==> config.mk <==
export PLATFORM = sky130hd
export DESIGN_NAME = fir_result_writer
export DESIGN_NICKNAME = d
export VERILOG_FILES = /design/src/rtl/fir_result_writer.sv
export SDC_FILE = /design/constraint.sdc
export NUM_CORES = 1
export LEC_CHECK = 0
export ABC_AREA = 0
export BUFFER_PORTS_ARGS = -buffer_cell sky130_fd_sc_hd__buf_4
export CORE_ASPECT_RATIO = 0.8
export CORE_MARGIN = 2
export CORE_UTILIZATION = 35
export DETAILED_ROUTE_END_ITERATION = 16
export PLACE_DENSITY_LB_ADDON = 0.2
export SLEW_MARGIN = 20
export SYNTH_ARGS = -nofsm -noshare
export SYNTH_HDL_FRONTEND = slang
export SYNTH_SLANG_ARGS = --single-unit
==> constraint.sdc <==
create_clock -name clock -period 2.6 [get_ports clock]
set_input_delay 0.52 -clock clock [delete_from_list [all_inputs] [get_ports clock]]
set_output_delay 0.52 -clock clock [all_outputs]
set_load 0.02 [all_outputs]
==> src/rtl/fir_result_writer.sv <==
// FIR result writer: buffers scaled FIR results in a small FIFO and drains them
// into a downstream FIFO, with a flush handshake and a sticky overflow flag.
module fir_result_writer #(
    parameter int DATA_WIDTH = 32,
    parameter int BUF_DEPTH  = 4,
    parameter int GAIN_SHIFT = 0
) (
    input  logic                         clock,
    input  logic                         reset,
    input  logic [DATA_WIDTH-1:0]        dotProd,
    input  logic                         done,
    output logic                         stall,
    input  logic                         flush,
    output logic                         flush_done,
    output logic [DATA_WIDTH-1:0]        out_dout,
    output logic                         out_wr_en,
    input  logic                         out_full,
    output logic                         overflow,
    output logic [$clog2(BUF_DEPTH):0]   count
);

    localparam int AW = $clog2(BUF_DEPTH);
    localparam int CW = AW + 1;
    localparam int EW = DATA_WIDTH + 8;
    localparam logic [CW-1:0] FULL_CNT = CW'(BUF_DEPTH);

    typedef enum logic [1:0] {
        ST_RUN        = 2'd0,
        ST_FLUSH      = 2'd1,
        ST_FLUSH_DONE = 2'd2
    } state_t;

    // Left shift by GAIN_SHIFT with saturation; 8 guard bits cover the largest shift.
    function automatic logic [DATA_WIDTH-1:0] scale_sat(input logic [DATA_WIDTH-1:0] v);
        logic [EW-1:0]         ext;
        logic [EW-1:0]         shf;
        logic [DATA_WIDTH-1:0] res;
        ext = {{8{v[DATA_WIDTH-1]}}, v};
        shf = ext << GAIN_SHIFT;
        if (shf[EW-1:DATA_WIDTH-1] == {(EW-DATA_WIDTH+1){shf[EW-1]}}) begin
            res = shf[DATA_WIDTH-1:0];
        end else if (shf[EW-1]) begin
            res = {1'b1, {(DATA_WIDTH-1){1'b0}}};
        end else begin
            res = {1'b0, {(DATA_WIDTH-1){1'b1}}};
        end
        return res;
    endfunction

    state_t                state_r;
    state_t                state_nxt_s;
    logic [AW-1:0]         wr_ptr_r;
    logic [AW-1:0]         rd_ptr_r;
    logic [CW-1:0]         count_r;
    logic                  overflow_r;
    logic [DATA_WIDTH-1:0] buf_r [BUF_DEPTH];
    logic                  stall_s;
    logic                  flush_done_s;
    logic                  capture_s;
    logic                  drain_s;

    // FSM state register
    always_ff @(posedge clock or negedge reset) begin
        if (!reset) begin
            state_r <= ST_RUN;
        end else begin
            state_r <= state_nxt_s;
        end
    end

    // FSM next-state logic
    always_comb begin
        state_nxt_s = state_r;
        case (state_r)
            ST_RUN: begin
                if (flush) begin
                    state_nxt_s = ST_FLUSH;
                end else begin
                    state_nxt_s = ST_RUN;
                end
            end
            ST_FLUSH: begin
                if (count_r == CW'(0)) begin
                    state_nxt_s = ST_FLUSH_DONE;
                end else begin
                    state_nxt_s = ST_FLUSH;
                end
            end
            ST_FLUSH_DONE: state_nxt_s = ST_RUN;
            default:       state_nxt_s = ST_RUN;
        endcase
    end

    // FSM outputs; the full decision uses the registered count only
    always_comb begin
        stall_s      = 1'b0;
        flush_done_s = 1'b0;
        case (state_r)
            ST_RUN:        stall_s = (count_r == FULL_CNT);
            ST_FLUSH:      stall_s = 1'b1;
            ST_FLUSH_DONE: begin
                stall_s      = 1'b1;
                flush_done_s = 1'b1;
            end
            default:       stall_s = 1'b1;
        endcase
    end

    // Capture and drain qualifiers
    always_comb begin
        capture_s = 1'b0;
        drain_s   = 1'b0;
        if (done && !stall_s) begin
            capture_s = 1'b1;
        end else begin
            capture_s = 1'b0;
        end
        if ((count_r != CW'(0)) && !out_full) begin
            drain_s = 1'b1;
        end else begin
            drain_s = 1'b0;
        end
    end

    // Pointers, occupancy and sticky overflow
    always_ff @(posedge clock or negedge reset) begin
        if (!reset) begin
            wr_ptr_r   <= AW'(0);
            rd_ptr_r   <= AW'(0);
            count_r    <= CW'(0);
            overflow_r <= 1'b0;
        end else begin
            if (capture_s) begin
                wr_ptr_r <= wr_ptr_r + AW'(1);
            end
            if (drain_s) begin
                rd_ptr_r <= rd_ptr_r + AW'(1);
            end
            if (capture_s && !drain_s) begin
                count_r <= count_r + CW'(1);
            end else if (!capture_s && drain_s) begin
                count_r <= count_r - CW'(1);
            end
            if (done && stall_s) begin
                overflow_r <= 1'b1;
            end
        end
    end

    // Result storage; contents are don't-care while count is zero
    always_ff @(posedge clock) begin
        if (capture_s) begin
            buf_r[wr_ptr_r] <= scale_sat(dotProd);
        end
    end

    assign stall      = stall_s;
    assign flush_done = flush_done_s;
    assign out_wr_en  = drain_s;
    assign out_dout   = (count_r != CW'(0)) ? buf_r[rd_ptr_r] : {DATA_WIDTH{1'b0}};
    assign overflow   = overflow_r;
    assign count      = count_r;

endmodule

# Yosys cells after proc, flatten, opt, wreduce, memory -nomap -nowiden
# Memories as Yosys holds them, arrays and structs flattened.
# Cells that the tools add are included.
[op_classes] addsub=4 eq_ne=3 muxes=13 reduce_logical=13
[ops] operator="$mux 32" n=2
[ops] operator="$mux 1" n=7
[ops] operator="$mux 3" n=2
[ops] operator="$logic_and 1x1->1" n=5
[ops] operator="$add 2x1->2 const B" n=2
[ops] operator="$logic_not 1->1" n=4
[ops] operator="$pmux 2 s2" n=1
[ops] operator="$add 3x1->3 const B" n=1
[ops] operator="$eq 3x3->1 const B" n=1
[ops] operator="$logic_not 3->1" n=1
[ops] operator="$reduce_bool 3->1" n=1
[ops] operator="$sub 3x1->3 const B" n=1
[ops] operator="$eq 2x1->1 const B" n=1
[ops] operator="$eq 2x2->1 const B" n=1
[ops] operator="$logic_not 2->1" n=1
[ops] operator="$mux 2" n=1
[ops] operator="$reduce_bool 2->1" n=1
[totals] register_bits=10 mem_bits_rw=128 in_bits=37 out_inout_bits=39 elab_cells=39 n_memories=1
[mem_list] memory="buf_r" depth=4 width=32 read_ports=1 rd_clocked_by_memory_dff=0 wr=1 line_no="56" source="logic [DATA_WIDTH-1:0] buf_r [BUF_DEPTH];"

# Depth between registers and ports, before layout
[depth] depth_word=9 depth_mapped=9 mapped_depth_nobuf=9

# Worst setup path before layout
# Ideal clock, no wire load.
[synth_path] path_kind="flip-flop to flip-flop" start="register count_r[1], in the netlist count[1]" end="register count_r[2], in the netlist count[2]" setup_ps=80 arrival_time_ps=2178 t_required_ps=2520 path_slack_ps=342 stages_incl_launch_ff=10 n_path_buf=0 synth_period_minus_slack_ps=2258 path_cell_list="dfrtp_1 > nor3_2 > nor2_1 > inv_1 > ha_1 > inv_1 > fa_1 > xor2_1 > nor2_1 > xor2_1"
[synth_via] elab_cells_between_ends=17 classes_between="add/sub: 2; eq/ne: 1; mux: 5; reduce/logical: 9"
[synth_lines] element="start, declared" line_no="54" source="logic [CW-1:0] count_r;"
[synth_lines] element="start signal, assigned" line_no="140" source="count_r <= count_r + CW'(1);"
[synth_lines] element="start signal, assigned" line_no="142" source="count_r <= count_r - CW'(1);"
[synth_lines] element="$reduce_bool 3->1 (*)" line_no="118" source="if ((count_r != CW'(0)) && !out_full) begin"
[synth_lines] element="$logic_and 1x1->1 (*)" line_no="118"
[synth_lines] element="$mux 1 (*)" line_no="118"
[synth_lines] element="via out_wr_en" line_no="16" source="output logic out_wr_en,"
[synth_lines] element="$logic_not 1->1" line_no="139" source="if (capture_s && !drain_s) begin"
[synth_lines] element="$logic_and 1x1->1" line_no="139"
[synth_lines] element="$mux 3 / $reduce_bool 2->1 (equally long branches)"
# Mark *: on every way through the listed nets, which the timed path passes. The rest lies on a longest branch. The select of a mux whose other input is x is not followed.
# A chain may end at the register's enable or synchronous reset.

# Final worst setup path
[layout_path] start="register rd_ptr_r[0]" end="output out_dout[14]"
[layout_via] elab_chain_len=2
[layout_rtl] element="start, declared" line_no="53" source="logic [AW-1:0] rd_ptr_r;"
[layout_rtl] element="start signal, assigned" line_no="137" source="rd_ptr_r <= rd_ptr_r + AW'(1);"
[layout_rtl] element="$mem_v2 4x32"
[layout_rtl] element="$mux 32" line_no="160" source="assign out_dout = (count_r != CW'(0)) ? buf_r[rd_ptr_r] : {DATA_WIDTH{1'b0}};"
[layout_rtl] element="end, declared" line_no="15" source="output logic [DATA_WIDTH-1:0] out_dout,"
# Every way passes these cells.

==> out/qor.txt <==
Hold Path Class: input port to flop
fill count: 1294
top-count cell post-synth: edfxtp_1
final core occ: 45.85%
clock sink total: 138
share of power burned in the clock network: 29.5%
sequential fraction of the synthesis area: 75.93%
Gate Count Post-Synth: 248
internal cell power: 5.499 mW
Sequential cell area: 0.004096 mm^2
Worst Setup Path Type: flop to output pin
crit path max fanout: 17
initial antenna violation count: 0
part of the cycle the worst path needs: 94.72%
wire per inst: 17.95 um
Required @ worst endpoint: 2.08 ns
CTS tree: yes
hold path start: dotProd[9]
asr flop ratio synth: 7.246%
startpoint class of the critical path: flop
final setup TNS: 0 ns
worst skew pair latency: 0.41 ns
crit path setup slack, layout: 0.1374 ns
Hold Fails Final Rpt: 0
Layout area overhead: 28.10%
die width: 142.8 um
DRC: 0
DRT Wirelength: 10230 um
first-pass GRT wire length: 15980 um
setup repair bufs after CTS: 0
GPL Wtd Cong: 0.6807
Logic pwr share: 35.1%
layout cells sized above 1: 45.83%
largest area contributor in the netlist: edfxtp_1
htree depth: 4
Die H: 115.0 um
DP Area: 0.006300 mm^2
sequential share of power: 35.4%
Top Ports: 76
Leakage: 2.438 nW
Mapped Area: 0.005391 mm^2
vias in the first global route: 2897
area of the multi-input gates: 0.001221 mm^2
Slew headroom: 71.98%
PD cells: 1167 mW/mm^2
synthesized flop and latch total: 138
P_sw: 2.561 mW
CP endpoint kind: output pin
pin count of the biggest net entering global routing: 36
post-synth cell types: 25
Slew Limit Fails: 0
top cells by area, synth: edfxtp_1 (71%), mux4_2 (13%), dfrtp_1 (4.6%), nor2b_1 (3.8%), ha_1 (1.2%)
NumNets Final: 390
root buf cell: clkbuf_16
Core Area: 0.01506 mm^2
final clock skew: 0.009940 ns
leading register cell type out of synthesis: edfxtp_1
top-area cell type share of the netlist area: 71.29%
Avg Synthesized Cell Area: 21.74 um^2
minimum clock period: 2.463 ns
initial DRC count: 135
GRT Total Usage: 13.47%
Antenna Nets Post-Route: 0
Yosys warnings: 0
reg2reg end: count[2]
R2R depth: 8
row count: 40
worst-case clock buffer depth: 2
via count: 2617
Initial Utilization: 35.79%
Tightest Pin Transition: 0.4202 ns
CP cell instances: buf_6, mux4_2, nor2b_1, buf_4
total gr overflow: 0
unrepaired setup endpoints after global routing: false
pre-CTS setup slack: 0.4329 ns
crit path DAT: 1.94 ns
synth cell count leaders: edfxtp_1 (128), nor2b_1 (33), mux4_2 (32), dfrtp_1 (10)
sw frac: 31.77%
clock edge transition at the registers on the reported setup and hold paths: 0.06 ns
Peak supply drop: 553.0 uV
diode count: 0
outcome: finished, final reports clean
Die ar.: 0.01642 mm^2
vias per inst: 4.591
Peak Freq: 0.4061 GHz
PortBufs: 75
TritonRoute pass-1 iters: 4
Reg2Reg Setup Slack: 0.46 ns
hold endpoint: buf_r[2][9]
MaxCap Viol Count: 0
total CTS buffers: 17
worst r2r src: count[0]
final setup fails: 0
Mapped Nets: 291
EDFF count, synth: 128
HPWL Detailed: 6334 um
Max stage delay on crit path: 0.54 ns
slowest cell on the critical path: mux4_2
fin area: 0.006907 mm^2
hold depth: 1
logic make-up after synthesis:
| logic type | count (synthesis) | synth area share (%) |
|---|---|---|
| AOI/OAI and AO/OA | 4 | 0.9749 |
| xor gates and xnor gates | 6 | 0.9747 |
| adders and majority gates | 6 | 1.532 |
| buffers and inverters | 16 | 1.532 |
| DFF | 138 | 75.93 |
| muxes | 34 | 13.85 |
| and+or+nand+nor | 44 | 5.199 |
area by class of cell:
class                      instances  area share [%]
clock buffer                      17           6.159
clock inverter                    15           2.428
inverter                           5          0.2717
multi-input combinational         94           17.68
sequential                       138           59.31
tap                              210           3.804
timing repair buffer              91           10.34
placed cells by master, fill, tap and decap left out, drive strengths merged, types with 3 or more instances in the layout:
master / n
and2: 4
buf: 90
clkbuf: 17
clkinv: 6
clkinvlp: 3
dfrtp: 10
edfxtp: 128
ha: 5
inv: 9
mux4: 32
nor2: 4
nor2b: 33
xor2: 4
per-stage QoR:
| step | hold slack [ns] | cells | total power, mW |
|---|---|---|---|
| finish | 0.3068 | 570 | 8.060 |
| global route | 0.2873 | 570 | 8.473 |
| CTS | 0.2931 | 570 | 8.182 |
| detailed placement | 0.3610 | 537 | 5.791 |
| global placement | 0.3622 | 537 | 5.779 |
| floorplan | 0.2244 | 248 | 4.691 |
power groups by stage:
stage                     clock network [mW]  logic [mW]  registers [mW]
after floorplan                            0        1.81            2.88
after CTS                               2.43        2.90            2.85
after global routing                    2.52        3.07            2.88
final                                   2.38        2.83            2.85
after global placement                     0        2.89            2.89
after detailed placement                   0        2.89            2.90
worst max-delay path by stage:
| stage | slack, ns | startpoint | cells past startpoint | to |
|---|---|---|---|---|
| final | 0.14 | rd_ptr_r[0] | 4 | out_dout[14] |
| after global routing | 0.02 | rd_ptr_r[0] | 4 | out_dout[12] |
| after CTS | 0.01 | rd_ptr_r[0] | 4 | out_dout[12] |
| after detailed placement | 0.43 | done | 9 | count[2] |
| after global placement | 0.46 | rd_ptr_r[0] | 4 | out_dout[23] |
| after floorplan | 0.34 | count[1] | 9 | count[2] |
worst max-delay path, delay by kind of cell (launching register included):
family                 cells  cell delay [ns]
buffers and inverters      2             0.44
DFF                        1             0.39
muxes                      1             0.54
and+or+nand+nor            1             0.16
sequential cells by signal, summed over array words and instances, names as in the netlist:
register and flops:
rd_ptr_r 2, buf_r 128, overflow 1, count 3, state_r 2, wr_ptr_r 2
layer usage:
metal	global-route usage (%)	up-vias	part of all wire (%)
met1	16.59	1365	44
met2	21.99	59	50
li1	-	1188	-
met5	0	-	0
met4	3.828	0	0.56
met3	5.748	5	5.5
repair_timing:
action                                 in CTS  in global routing
resized for setup                           0                  1
hold buffers                                1                  0
setup endpoints to repair                   0                 15
endpoints found under the hold margin      10                  0
Power figures use the tool's default switching activity.
